### config.mk
export PLATFORM = sky130hd
export DESIGN_NAME = fifo_sync_param_flat
export DESIGN_NICKNAME = d
export VERILOG_FILES = /design/src/rtl/fifo_pkg.sv /design/src/rtl/fifo_sync_param_if.sv /design/src/rtl/reg_nb_load_en.sv /design/src/rtl/fifo_sync_param.sv /design/src/flat_wrapper.sv
export SDC_FILE = /design/constraint.sdc
export NUM_CORES = 1
export LEC_CHECK = 0
export ABC_AREA = 0
export BUFFER_PORTS_ARGS = -buffer_cell sky130_fd_sc_hd__buf_4
export CAP_MARGIN = 5
export CORE_ASPECT_RATIO = 1.75
export CORE_MARGIN = 3
export CORE_UTILIZATION = 54
export DETAILED_ROUTE_END_ITERATION = 10
export GPL_ROUTABILITY_DRIVEN = 0
export PLACE_DENSITY = 0.77
export SYNTH_ARGS = -nofsm -noshare
export SYNTH_HDL_FRONTEND = slang
export SYNTH_SLANG_ARGS = --single-unit
### constraint.sdc
create_clock -name clk -period 2.9 [get_ports clk]
set_clock_uncertainty 0.2 [all_clocks]
set_input_delay 0.58 -clock clk [delete_from_list [all_inputs] [get_ports clk]]
set_output_delay 0.58 -clock clk [all_outputs]
set_load 0.005 [all_outputs]
### src/rtl/fifo_pkg.sv
// rtl/fifo_pkg.sv - default sizing constants and log2 helper for fifo_sync_param
package fifo_pkg;

  localparam int FIFO_DEF_WIDTH = 5;
  localparam int FIFO_DEF_DEPTH = 8;

  // Smallest r with 2**r >= value; usable in constant expressions.
  function automatic int fifo_log2(input int value);
    int r;
    r = 0;
    for (int i = 0; i < 31; i++) begin
      if ((1 << i) < value) r = i + 1;
    end
    return r;
  endfunction

endpackage

### src/rtl/fifo_sync_param_if.sv
// rtl/fifo_sync_param_if.sv - producer/consumer handshake and status bundle of the FIFO
interface fifo_sync_param_if
  import fifo_pkg::*;
#(
  parameter int WIDTH = FIFO_DEF_WIDTH,
  parameter int DEPTH = FIFO_DEF_DEPTH
) ();

  localparam int AW = fifo_log2(DEPTH);

  logic             wr_en;
  logic [WIDTH-1:0] DataIn;
  logic             rd_en;
  logic [WIDTH-1:0] DataOut;
  logic             full;
  logic             empty;
  logic             almost_full;
  logic [AW:0]      count;
  logic             overflow;
  logic             underflow;

  modport master (
    output wr_en, DataIn, rd_en,
    input  DataOut, full, empty, almost_full, count, overflow, underflow
  );

  modport slave (
    input  wr_en, DataIn, rd_en,
    output DataOut, full, empty, almost_full, count, overflow, underflow
  );

endinterface

### src/rtl/reg_nb_load_en.sv
// rtl/reg_nb_load_en.sv - WIDTH-bit register with load enable and async active-low clear
module reg_nb_load_en #(
  parameter int WIDTH = 5
) (
  input  logic             clk,
  input  logic             clear,
  input  logic             i_load,
  input  logic [WIDTH-1:0] i_d,
  output logic [WIDTH-1:0] o_q
);

  logic [WIDTH-1:0] r_q;

  always_ff @(posedge clk or negedge clear) begin
    if (!clear) begin
      r_q <= '0;
    end else if (i_load) begin
      r_q <= i_d;
    end
  end

  assign o_q = r_q;

endmodule

### src/rtl/fifo_sync_param.sv
// rtl/fifo_sync_param.sv - single-clock WIDTH x DEPTH FIFO on load-enabled registers
module fifo_sync_param
  import fifo_pkg::*;
#(
  parameter int WIDTH    = FIFO_DEF_WIDTH,
  parameter int DEPTH    = FIFO_DEF_DEPTH,
  parameter int AF_LEVEL = DEPTH - 1
) (
  input logic              clk,
  input logic              clear,
  fifo_sync_param_if.slave bus
);

  localparam int          AW         = fifo_log2(DEPTH);
  localparam logic [AW:0] PTR_ONE    = (AW + 1)'(1);
  localparam logic [AW:0] FULL_COUNT = (AW + 1)'(DEPTH);
  localparam logic [AW:0] AF_COUNT   = (AW + 1)'(AF_LEVEL);

  logic [AW:0]      r_wptr;
  logic [AW:0]      r_rptr;
  logic             r_overflow;
  logic             r_underflow;

  logic [AW:0]      w_count;
  logic             w_full;
  logic             w_empty;
  logic             w_rd_acc;
  logic             w_wr_acc;
  logic [WIDTH-1:0] w_mem [DEPTH];
  logic [WIDTH-1:0] w_rd_data;

  // Pointers carry one extra wrap bit, so plain subtraction gives 0..DEPTH.
  assign w_count = r_wptr - r_rptr;
  assign w_full  = (w_count == FULL_COUNT);
  assign w_empty = (w_count == '0);

  // A read on a full FIFO frees the slot the simultaneous write lands in.
  assign w_rd_acc = bus.rd_en & ~w_empty;
  assign w_wr_acc = bus.wr_en & (~w_full | w_rd_acc);

  always_ff @(posedge clk or negedge clear) begin
    if (!clear) begin
      r_wptr      <= '0;
      r_rptr      <= '0;
      r_overflow  <= 1'b0;
      r_underflow <= 1'b0;
    end else begin
      if (w_wr_acc) r_wptr <= r_wptr + PTR_ONE;
      if (w_rd_acc) r_rptr <= r_rptr + PTR_ONE;
      r_overflow  <= bus.wr_en & ~w_wr_acc;
      r_underflow <= bus.rd_en & ~w_rd_acc;
    end
  end

  for (genvar gi = 0; gi < DEPTH; gi++) begin : g_entry
    logic w_load;
    assign w_load = w_wr_acc & (r_wptr[AW-1:0] == AW'(gi));

    reg_nb_load_en #(
      .WIDTH (WIDTH)
    ) u_entry (
      .clk    (clk),
      .clear  (clear),
      .i_load (w_load),
      .i_d    (bus.DataIn),
      .o_q    (w_mem[gi])
    );
  end

  assign w_rd_data = w_mem[r_rptr[AW-1:0]];

  reg_nb_load_en #(
    .WIDTH (WIDTH)
  ) u_dout (
    .clk    (clk),
    .clear  (clear),
    .i_load (w_rd_acc),
    .i_d    (w_rd_data),
    .o_q    (bus.DataOut)
  );

  assign bus.count       = w_count;
  assign bus.full        = w_full;
  assign bus.empty       = w_empty;
  assign bus.almost_full = (w_count >= AF_COUNT);
  assign bus.overflow    = r_overflow;
  assign bus.underflow   = r_underflow;

endmodule

### src/flat_wrapper.sv
// flat-port wrapper written by rule: the top's interface ports become plain ports
module fifo_sync_param_flat import fifo_pkg::*;
#(
  parameter int WIDTH    = FIFO_DEF_WIDTH,
  parameter int DEPTH    = FIFO_DEF_DEPTH,
  parameter int AF_LEVEL = DEPTH - 1
)
  (clk, clear, bus_wr_en, bus_DataIn, bus_rd_en, bus_DataOut, bus_full, bus_empty, bus_almost_full, bus_count, bus_overflow, bus_underflow);
  fifo_sync_param_if #(.WIDTH(WIDTH), .DEPTH(DEPTH)) bus_i ();
  input logic clk;
  input logic clear;
  input wire logic [$bits(bus_i.wr_en)-1:0] bus_wr_en;
  input wire logic [$bits(bus_i.DataIn)-1:0] bus_DataIn;
  input wire logic [$bits(bus_i.rd_en)-1:0] bus_rd_en;
  output wire logic [$bits(bus_i.DataOut)-1:0] bus_DataOut;
  output wire logic [$bits(bus_i.full)-1:0] bus_full;
  output wire logic [$bits(bus_i.empty)-1:0] bus_empty;
  output wire logic [$bits(bus_i.almost_full)-1:0] bus_almost_full;
  output wire logic [$bits(bus_i.count)-1:0] bus_count;
  output wire logic [$bits(bus_i.overflow)-1:0] bus_overflow;
  output wire logic [$bits(bus_i.underflow)-1:0] bus_underflow;
  assign bus_i.wr_en = bus_wr_en;
  assign bus_i.DataIn = bus_DataIn;
  assign bus_i.rd_en = bus_rd_en;
  assign bus_DataOut = bus_i.DataOut;
  assign bus_full = bus_i.full;
  assign bus_empty = bus_i.empty;
  assign bus_almost_full = bus_i.almost_full;
  assign bus_count = bus_i.count;
  assign bus_overflow = bus_i.overflow;
  assign bus_underflow = bus_i.underflow;
  fifo_sync_param #(.WIDTH(WIDTH), .DEPTH(DEPTH), .AF_LEVEL(AF_LEVEL)) u_core (.clk(clk), .clear(clear), .bus(bus_i));
endmodule
Yosys cells after proc, flatten, opt, wreduce, memory -nomap -nowiden. Index checks and enable logic that the tools add are counted.

Register bits after elaboration: 55. Input port bits: 9. Output and inout bits: 14. Logic and storage cells: 49.

$add $sub $neg: 3. $lt $le $gt $ge: 2. Eq/ne operators: 8. Multiplexer cells: 3. Bitwise gates (word level): 18. Reductions and logical operators: 2.

Operators with widths (number): binary-select mux 5 bit (select 3 bit) (1); AND 1 bit (12); equality test 3 bit (second input constant) (4); 2-to-1 mux 5 bit (2); adder 4 x 1 -> 4 bit (second input constant) (2); equality test 3 x 2 -> 1 bit (second input constant) (2); equality test 4 bit (second input constant) (1); greater-or-equal comparator 4 x 3 -> 1 bit (second input constant) (1); greater-or-equal comparator 4 bit (second input constant) (1); logical NOT 4 bit (1); inverter 1 bit (4); inverter 3 -> 4 bit (1); subtractor 4 bit (1); equality test 3 x 1 -> 1 bit (second input constant) (1); logical NOT 3 bit (1); OR 1 bit (1).

Logic depth before layout (Yosys ltp).
Word-level depth: 8. Depth in mapped cells: 11.

Hierarchy. From an unflattened synthesis, not the netlist that was laid out.

Cells, all modules: 193. Area total of the unflattened synthesis: 2688.8 µm².

By module, submodules not included: reg_nb_load_en (times used 9, cells each 10, area each 181.4 µm², seq. area each 125.1 µm²); fifo_sync_param (times used 1, cells each 103, area each 1056.0 µm², seq. area each 250.2 µm²).

Worst setup path after synthesis. OpenSTA, ideal clock, no wires.

Path type: flip-flop to output port. Start point: register u_core.r_rptr[1]. End point: output port bus_almost_full. Data arrival time: 2.127 ns. Data required time: 2.120 ns. Setup slack: -0.007 ns. Cell stages (with the launch flop): 9. Cells stage by stage: dfrtp_1 -> clkbuf_1 -> inv_1 -> ha_1 -> nand3b_1 -> and3b_2 -> or2_2 -> buf_2 -> a31o_2.

Longest elaborated chain between the ends: 2.

Ends and longest elaborated chain: start: declaration (line fifo_sync_param.sv:20) `logic [AW:0] r_rptr;`; start signal: assignment (line fifo_sync_param.sv:49) `if (w_rd_acc) r_rptr <= r_rptr + PTR_ONE;`; subtractor 4 bit (line fifo_sync_param.sv:33) `assign w_count = r_wptr - r_rptr;`; net bus_count[3] (line flat_wrapper.sv:19) `output wire logic [$bits(bus_i.count)-1:0] bus_count;`; greater-or-equal comparator 4 x 3 -> 1 bit (line fifo_sync_param.sv:85) `assign bus.almost_full = (w_count >= AF_COUNT);`; end: declaration (line flat_wrapper.sv:18) `output wire logic [$bits(bus_i.almost_full)-1:0] bus_almost_full;`.

The timed path passes the listed nets, and every way through them passes these cells.

Worst setup path after layout.
Start point: register u_core.r_wptr[0]. End point: output port bus_full.

Longest elaborated chain between the ends: 2.

Ends and longest elaborated chain: start: declaration (line fifo_sync_param.sv:19) `logic [AW:0] r_wptr;`; start signal: assignment (line fifo_sync_param.sv:48) `if (w_wr_acc) r_wptr <= r_wptr + PTR_ONE;`; subtractor 4 bit (line fifo_sync_param.sv:33); equality test 4 bit (line fifo_sync_param.sv:34) `assign w_full = (w_count == FULL_COUNT);`; end: declaration (line flat_wrapper.sv:16) `output wire logic [$bits(bus_i.full)-1:0] bus_full;`.

No other way between the ends.

==> key figures <==
Run status
  • Outcome: complete, but fails checks
  • Failing checks: setup timing

Routing
  • Vias per Instance: 5.87
  • Residual DRC: 0
  • Iteration-0 DRC Markers: 55
  • Routed Antenna Nets: 0
  • Total wire length: 5710 microns
  • Wirelength per Cell: 20.6 microns
  • DR vias: 1,626
  • DRT Pass-1 Iters: 4

Pwr
  • Leak pwr: 1.47 nW
  • Worst VDD drop: 1250 uV
  • Pwr Total: 4.29 mW
  • PwrDens: 1320 mW/mm^2

Floorplanning
  • Die X: 60.9 microns
  • # rows: 34
  • Die area: 0.00622 sq mm
  • Die Y: 102 microns
  • Initial Utilization: 56.8%
  • # IOs: 23
  • Core ar.: 0.00502 sq mm

Placed design
  • Dpl ws: 0.0447 ns
  • Placed Cells incl. Taps: 261
  • Port bufs: 22
  • DP HPWL: 4070 microns
  • Placed instance area: 0.00304 sq mm

Worst setup path
  • Setup CP Type: reg -> out
  • WP data arrival: 2.12 ns
  • Startpoint types: flop
  • CP Buf/Inv Count: 3
  • CP max FO: 4
  • Most used cell, CP: inv_2
  • Worst-path cell chain: inv_2 > ha_4 > inv_2 > fa_2 > xor2_4 > or3_4 > nor2b_1 > buf_4
  • CP max stage delay: 0.42 ns
  • Worst Path Required: 2.12 ns
  • Crit end category: output port
  • Crit path max-delay cell type: dfrtp_1
  • CP top delay family: adder cells

Cells and area
  • Share of layout cells above drive strength 1: 45.3%
  • Seq. cell area: 0.00138 sq mm
  • N_diodes: 0
  • Area occupied by multi-input gates: 0.00142 sq mm
  • Layout fillers: 373
  • Area Growth Syn to Fin: 14.3%
  • Final Util: 64.9%
  • Final instance area: 0.00326 sq mm
  • Nets: 242
  • Finished Layout Cells: 277

Logic synthesis
  • Yosys Warn Count: 0
  • Avg Inst Size Synth: 15.1 sq um
  • Post-Syn Instances: 189
  • Post-synthesis register bit count: 55
  • Cell Area, Synth: 0.00285 sq mm
  • EDFF count, synth: 0
  • Yosys top cell area share: 48.3%
  • Unique masters post-synth: 36
  • Most common library cells after synthesis: dfrtp_1 (55), mux2_4 (20), mux2_1 (18)
  • Post-synth ARST share: 100%
  • Count leader, synth: dfrtp_1
  • Sequential cell area fraction in the yosys report: 48.3%
  • Area contributors post-synth: dfrtp_1 (48%), mux2_4 (11%), mux4_2 (7.9%), mux2_1 (7.1%), ha_1 (4.4%)
  • Post-Syn Nets: 209
  • Synth area leader: dfrtp_1
  • Most used flip-flop cell after synthesis: dfrtp_1

Global route
  • Gr usage total: 20.5%
  • Vias in the first global route: 1,797
  • Largest net degree at the start of global routing: 56
  • Grt total ovfl: 0
  • Initial antenna violation count: 0
  • Global-route wire length before repair: 9240 microns

Timing
  • Worst hold margin: 0.0999 ns
  • Setup TNS: -0.000579 ns
  • Fin. Hold Viols: 0
  • RSZ-0062 raised after global routing: yes
  • Tmin final: 2.90 ns
  • Count of final setup violators: 1
  • Max Fclk: 0.345 GHz
  • Period utilisation layout: 100%
  • Slack of the critical path: -0.000579 ns
  • Relative slew slack: 54.9%
  • Slew Viols, Final: 0
  • Worst-margin pin slew: 0.677 ns

Clocking
  • Clock sinks: 55
  • H-tree depth: 2
  • CTS root buf: clkbuf_8
  • TritonCTS clock tree: built
  • CTS buffer count: 5
  • Max Buffers Root-to-Sink: 2
  • Hold-fix buffers, CTS: 0
  • Clk slew on worst S/H paths: 0.10 ns
  • Worst-skew pair later-pin latency: 0.31 ns

Min path
  • Hold Path Class: in -> async

Job
  • Maxcap violations: 0
path summary, 6_finish.rpt:
check | startpoint | endpoint | slack [ns] | depth (start not counted)
worst max-delay path | u_core.r_wptr[0]$_DFFE_PN0P_ | bus_full | -0.0006 | 8
worst min-delay path | clear | u_core.g_entry[7].u_entry.o_q[2]$_DFFE_PN0P_ | 0.1 | 1
worst max register to register | u_core.r_wptr[0]$_DFFE_PN0P_ | u_core.g_entry[3].u_entry.o_q[2]$_DFFE_PN0P_ | 0.10 | 10
worst min register to register | u_core.u_dout.o_q[0]$_DFFE_PN0P_ | u_core.u_dout.o_q[0]$_DFFE_PN0P_ | 0.29 | 2
max in group asynchronous | clear | u_core.r_wptr[1]$_DFFE_PN0P_ | 1.92 | 1
min in group clk | u_core.u_dout.o_q[0]$_DFFE_PN0P_ | u_core.u_dout.o_q[0]$_DFFE_PN0P_ | 0.29 | 2
kinds of logic after synthesis:
logic type               synth area share (%)
XOR/XNOR                                 2.15
AO/OA/AOI/OAI                            3.69
multiplexers                             28.9
buffers and inverters                    4.08
adder cells (fa/ha/maj)                  5.09
flip-flops                               48.3
AND/OR/NAND/NOR                          7.82
registers in the layout (all words and copies together) (netlist names):
name,flops
u_core.bus.underflow,1
u_core.bus.overflow,1
u_core.r_rptr,4
u_core.g_entry.u_entry.o_q,40
u_core.u_dout.o_q,5
u_core.r_wptr,4
per-layer routing:
metal | track usage, % | vias to the layer above | share of wire (%)
met2 | 36.2 | 33 | 56
met3 | 3.54 | 9 | 2.2
met4 | 7.18 | 0 | 2.5
met1 | 24.5 | 845 | 39
li1 | - | 739 | -
met5 | 0 | - | 0
cell type report:
cell class / count / share of cell area, %
well taps: 54 / 2.08
multi-input cells: 115 / 43.5
flip-flops and latches: 55 / 42.3
inverters: 9 / 1.04
clock buffers: 5 / 2.11
repair buffers: 36 / 8.30
clock inverters: 3 / 0.615
placed cells by master (no fill, tap or decap), drive strengths merged, types with 2 or more instances in the layout:
master and count:
nand3 2, and3 5, mux4 10, a21oi 2, dfrtp 55, o21ai 7, xor2 3, clkinvlp 2
clkbuf 5, ha 10, nand2 5, buf 36, nand4 4, inv 9, mux2i 6, xnor2 4
mux2 41, nor2 5
power by group:
part           total [mW]  switching [mW]  internal [mW]
registers            1.40           0.245           1.15
logic                2.47            1.07           1.40
clock network       0.421           0.252          0.169
total                4.29            1.57           2.72
what timing repair did:
item,in CTS,in global routing
endpoints found under the setup margin,3,3
pin swaps,2,2
resized for setup,6,7
setup buffers,4,4
(Power assumes the default switching activity.)
